## src/rtl/cla_seq_add32_pkg.sv

```systemverilog
// Shared constants, FSM encoding and helper for the nibble-serial CLA adder.
// Imported by the top level and the 4-bit lookahead cell.
package cla_seq_add32_pkg;

    localparam int NIB_DEFAULT = 8;
    localparam int NIB_BITS    = 4;

    typedef enum logic [1:0] {
        ST_IDLE = 2'd0,
        ST_RUN  = 2'd1,
        ST_DONE = 2'd2
    } state_e;

    // Two's-complement overflow: operands agree in sign, result does not.
    function automatic logic signed_ovf(input logic a_msb, input logic b_msb, input logic s_msb);
        return (a_msb == b_msb) && (s_msb != a_msb);
    endfunction

endpackage

```

## src/rtl/cla_seq_add32_cla4.sv

```systemverilog
// 4-bit carry-lookahead adder cell; all four carries are formed directly
// from generate/propagate terms and the carry-in.
module cla4
    import cla_seq_add32_pkg::*;
(
    input  logic [3:0] a,
    input  logic [3:0] b,
    input  logic       ci,
    output logic [3:0] s,
    output logic       co
);

    logic [3:0] g;
    logic [3:0] p;
    logic [4:0] c;

    assign g = a & b;
    assign p = a ^ b;

    assign c[0] = ci;
    assign c[1] = g[0] | (p[0] & ci);
    assign c[2] = g[1] | (p[1] & g[0]) | (p[1] & p[0] & ci);
    assign c[3] = g[2] | (p[2] & g[1]) | (p[2] & p[1] & g[0]) | (p[2] & p[1] & p[0] & ci);
    assign c[4] = g[3] | (p[3] & g[2]) | (p[3] & p[2] & g[1]) | (p[3] & p[2] & p[1] & g[0])
                | (p[3] & p[2] & p[1] & p[0] & ci);

    assign s  = p ^ c[3:0];
    assign co = c[4];

endmodule

```

## src/rtl/cla_seq_add32.sv

```systemverilog
// Sequential W-bit adder/subtractor: one 4-bit CLA cell reused over NIB
// cycles, LSB nibble first, with the carry chained through a register.
module cla_seq_add32
    import cla_seq_add32_pkg::*;
#(
    parameter int NIB = NIB_DEFAULT
) (
    input  logic              clk,
    input  logic              reset_n,
    input  logic              start,
    input  logic              op_sub,
    input  logic [4*NIB-1:0]  a,
    input  logic [4*NIB-1:0]  b,
    input  logic              ci,
    output logic              busy,
    output logic              done,
    output logic [4*NIB-1:0]  s,
    output logic              co,
    output logic              ovf
);

    localparam int W     = NIB_BITS * NIB;
    localparam int IDX_W = (NIB > 1) ? $clog2(NIB) : 1;
    localparam logic [IDX_W-1:0] IDX_LAST = IDX_W'(NIB - 1);

    state_e           state_q, state_d;
    logic [IDX_W-1:0] idx_q, idx_d;
    logic             carry_q, carry_d;
    logic [W-1:0]     a_q, a_d;
    logic [W-1:0]     b_q, b_d;
    logic [W-1:0]     s_q, s_d;
    logic             co_q, co_d;
    logic             ovf_q, ovf_d;

    logic [W-1:0]     a_sh, b_sh;
    logic [3:0]       a_nib, b_nib, nib_s;
    logic             nib_co;

    // Nibble-select muxes on the latched operands.
    assign a_sh  = a_q >> {idx_q, 2'b00};
    assign b_sh  = b_q >> {idx_q, 2'b00};
    assign a_nib = a_sh[3:0];
    assign b_nib = b_sh[3:0];

    cla4 u_cla4 (
        .a  (a_nib),
        .b  (b_nib),
        .ci (carry_q),
        .s  (nib_s),
        .co (nib_co)
    );

    always_ff @(posedge clk or negedge reset_n) begin
        if (!reset_n) begin
            state_q <= ST_IDLE;
        end else begin
            state_q <= state_d;
        end
    end

    always_comb begin
        state_d = state_q;
        case (state_q)
            ST_IDLE: if (start) state_d = ST_RUN;
            ST_RUN:  if (idx_q == IDX_LAST) state_d = ST_DONE;
            ST_DONE: state_d = ST_IDLE;
            default: state_d = ST_IDLE;
        endcase
    end

    always_comb begin
        busy = (state_q != ST_IDLE);
        done = (state_q == ST_DONE);
    end

    always_comb begin
        idx_d   = idx_q;
        carry_d = carry_q;
        a_d     = a_q;
        b_d     = b_q;
        s_d     = s_q;
        co_d    = co_q;
        ovf_d   = ovf_q;
        case (state_q)
            ST_IDLE: begin
                if (start) begin
                    a_d     = a;
                    b_d     = op_sub ? ~b : b;
                    carry_d = op_sub | ci;
                    idx_d   = '0;
                end
            end
            ST_RUN: begin
                for (int n = 0; n < NIB; n++) begin
                    if (idx_q == IDX_W'(n)) s_d[4*n +: 4] = nib_s;
                end
                carry_d = nib_co;
                idx_d   = idx_q + IDX_W'(1);
                if (idx_q == IDX_LAST) begin
                    co_d  = nib_co;
                    ovf_d = signed_ovf(a_q[W-1], b_q[W-1], nib_s[3]);
                    idx_d = '0;
                end
            end
            default: ;
        endcase
    end

    always_ff @(posedge clk or negedge reset_n) begin
        if (!reset_n) begin
            idx_q   <= '0;
            carry_q <= 1'b0;
            s_q     <= '0;
            co_q    <= 1'b0;
            ovf_q   <= 1'b0;
        end else begin
            idx_q   <= idx_d;
            carry_q <= carry_d;
            s_q     <= s_d;
            co_q    <= co_d;
            ovf_q   <= ovf_d;
        end
    end

    // Latched operands are pure data and need no reset.
    always_ff @(posedge clk) begin
        a_q <= a_d;
        b_q <= b_d;
    end

    assign s   = s_q;
    assign co  = co_q;
    assign ovf = ovf_q;

endmodule
```

## config.mk

```make
export PLATFORM = sky130hd
export DESIGN_NAME = cla_seq_add32
export DESIGN_NICKNAME = d
export VERILOG_FILES = /design/src/rtl/cla_seq_add32_pkg.sv /design/src/rtl/cla_seq_add32_cla4.sv /design/src/rtl/cla_seq_add32.sv
export SDC_FILE = /design/constraint.sdc
export NUM_CORES = 1
export LEC_CHECK = 0
export BUFFER_PORTS_ARGS = -buffer_cell sky130_fd_sc_hd__buf_2
export CAP_MARGIN = 15
export CELL_PAD_IN_SITES_DETAIL_PLACEMENT = 0
export CELL_PAD_IN_SITES_GLOBAL_PLACEMENT = 2
export CORE_MARGIN = 5
export CORE_UTILIZATION = 35
export CTS_CLUSTER_SIZE = 25
export DETAILED_ROUTE_END_ITERATION = 8
export GPL_TIMING_DRIVEN = 0
export PLACE_DENSITY = 0.72
export SYNTH_ARGS = -nofsm -noshare
export SYNTH_HDL_FRONTEND = slang
export SYNTH_HIERARCHICAL = 1
export SYNTH_SLANG_ARGS = --single-unit
```

## constraint.sdc

```tcl
create_clock -name clk -period 5.3 [get_ports clk]
set_input_delay 0.53 -clock clk [delete_from_list [all_inputs] [get_ports clk]]
set_output_delay 0.53 -clock clk [all_outputs]
set_load 0.02 [all_outputs]
```

==> flow_metrics.py <==
metrics = {
    "route": {
        "drt_iter0_markers": 106,
        "routed_wirelength_mm": 9.18,
        "drt_drc_violations_left": 0,
        "vias": 2587,
        "wl_per_cell_microns": 15.9,
        "via_per_inst": 4.47,
        "ant_nets": 0,
        "dr.pass1.iters": 4,
    },
    "synth": {
        "avgSynthCellArea_sq_um": 16.5,
        "synth_nets": 363,
        "synthesis.area_sq_um": 4660,
        "synth_cells": 283,
        "ys_seq_area_share_pct": 62.7,
        "ys_warn_count": 6,
        "synth_cell_type_count": 37,
        "ys_ff_latch": 104,
    },
    "power": {
        "power_frac_clock_pct": 16.9,
        "swShare_pct": 38.2,
        "ir_drop_mv": 0.229,
        "p_total_mw": 3.52,
        "p_int_mw": 2.17,
        "p_seq_share_pct": 33.8,
        "p_comb_share_pct": 49.3,
        "leakagePower_nw": 2.45,
        "power.switching_mw": 1.35,
        "powerDensity_nw_per_um2": 619,
    },
    "placement": {
        "io_buffers": 103,
        "routabilityCongestion": 0.712,
        "hpwl_mm": 6.90,
    },
    "cts": {
        "cts_tree": "yes",
        "clkLatencyLatePin_ps": 340,
        "cts_sinks": 104,
        "cts_resized": 0,
        "post-cts-setup-buffer-count": 0,
        "cts_buffers": 9,
        "cts.clk_slew.worst_paths_ps": 60,
        "cts_buffer_depth": 2,
        "cts_hold_buf": 0,
        "root_buffer": "clkbuf_16",
        "htree_levels": 3,
    },
    "final_layout": {
        "insertedDiodeCount": 0,
        "final_common_cell": "buf_2",
        "fin_nets": 478,
        "multi_input_comb_area_sq_um": 1600,
        "syn_to_final_growth_pct": 22.0,
        "layout_common_cells": "109 x buf_2, 64 x edfxtp_1, 40 x dfrtp_1, 33 x xor2_1, 28 x nand2_1",
        "drive_gt1_share_pct": 44.7,
        "regArea_sq_um": 2920,
        "fillers": 1253,
    },
    "timing": {
        "holdWs_ps": 309,
        "slew_headroom_pct": 39.0,
        "hold_violations": 0,
        "worst_pin_slew_ps": 908,
        "finClkSkew_ps": 7.52,
        "layout_min_cycle_time_ps": 3410,
        "rsz0062_at_grt": "no",
        "fmax_mhz": 294,
        "fin_setup_tns_ps": 0,
        "setup_violations": 0,
        "fin_crit_sh_pct": 64.3,
        "slew_viol_final": 0,
    },
    "critical_path": {
        "crit_required_ps": 5510,
        "cp_cell_sequence": "buf_6 -> buf_6 -> mux4_1 -> nand2_1 -> nand2_1 -> ha_1 -> a21o_1 -> a31o_1 -> xor2_1 -> clkbuf_1 -> and3b_1 -> a21oi_1 -> o21ai_0",
        "path_delay_family": "buffers and inverters",
        "cp_num_buf_inv": 3,
        "slowest_delay_ps": 600,
        "cpMaxStageDelayCell": "mux4_1",
        "criticalPathCategory": "flip-flop to flip-flop",
        "start_kind": "flip-flop",
        "crit_path_max_fanout": 10,
        "cp-end-kind": "flip-flop",
        "arrival_ps": 3620,
    },
    "floorplanning": {
        "rows": 42,
        "ios": 105,
        "start_util_pct": 35.5,
        "dieHeight_microns": 125,
        "placeableCoreArea_sq_um": 13100,
        "die_w_microns": 125,
        "dieArea_sq_um": 15700,
    },
    "grt": {
        "track_usage_pct": 12.3,
        "grt_pass1_vias": 2834,
        "grt_overflow": 0,
        "antenna_found_initial": 0,
        "grt_max_degree": 41,
        "grt_pass1_wl_mm": 14.8,
    },
    "flow_run": {
        "maxCapViolCount": 0,
    },
    "min_path": {
        "hp-class": "input pin to asynchronous set/reset pin",
    },
    "status": {
        "status": "finished clean",
    },
}
[sequential cells by signal (all words and copies together), names as in the netlist]
register and flops:
s 32, co 1, ovf 1, a_q 32, idx_q 3, carry_q 1, b_q 32, state_q 2
[stage by stage]
stage	utilization [%]	worst slack, ps	cells	cell area, sq um
global placement	41.1	473	562	5400
global route	43.3	1560	579	5690
finish	43.3	1890	579	5690
CTS	43.3	1780	579	5690
detailed placement	41.3	1800	563	5430
floorplan	-	1270	283	4660
[kinds of logic (layout without fill, tap and decap cells)]
family                     count (synthesis)  count (layout)  synth area share (%)
AOI/OAI and AO/OA                         13              13                  1.96
xor gates and xnor gates                  35              35                  6.57
muxes                                     50              50                  17.4
buffers and inverters                     24             144                  3.22
DFF                                      104             104                  62.7
adders and majority gates                 11              11                  3.11
and+or+nand+nor                           46              46                  5.02
[cell usage after synthesis, drive strengths merged]
master  count  area (sq um)
a21o        3          22.5
a21oi       3          15.0
a22o        1          8.76
a31o        1          8.76
and2b       1          7.51
and3        3          33.8
and3b       1          8.76
buf        13           109
clkbuf      2          7.51
clkinv      1          3.75
dfrtp      40          1000
edfxtp     64          1920
fa          1          20.0
ha         10           125
inv         8          30.0
mux2       33           417
mux2i       1          10.0
mux4       16           387
nand2      28           105
nand2b      1          6.26
nand3       3          15.0
nand3b      1          7.51
nor2        3          11.3
nor2b       2          20.0
nor3        1          5.00
o21ai       2          10.0
o21bai      1          7.51
o221a       1          11.3
o31ai       1          7.51
or2         1          6.26
or2b        1          7.51
xnor2       2          17.5
xor2       33           289
[power by group through the flow]
stage	combinational (mW)	sequential [mW]	clock [mW]
CTS	1.80	1.20	0.622
global route	1.93	1.22	0.651
floorplan	1.08	1.36	0
global placement	1.78	1.21	0
finish	1.74	1.19	0.596
detailed placement	1.80	1.21	0
[layout make-up]
cell class / instances / area share, %
plain buffers: 15 / 2.04
clock buffers: 10 / 4.02
clock inverters: 6 / 0.616
inverters: 9 / 0.594
multi-input cells: 155 / 28.1
flip-flops and latches: 104 / 51.4
well taps: 176 / 3.87
repair buffers: 104 / 9.41
[path summary, 6_finish.rpt]
kind                                from       end  slack [ps]  cells past startpoint
min in group clk                   a[26]   a_q[26]         360                      1
max in group asynchronous        reset_n  idx_q[2]        4440                      1
worst max-delay path            idx_q[0]       ovf        1890                     13
worst max register to register  idx_q[0]       ovf        1890                     13
worst min register to register       ovf       ovf         490                      2
worst min-delay path             reset_n      s[4]         310                      1
[metal layers]
metal / global-route usage [%] / part of all wire [%]
met5: 0 / 0
met4: 4.97 / 1.8
met3: 3.58 / 5.9
met2: 20.5 / 50
met1: 14.9 / 43
Power figures use the tool's default switching activity.
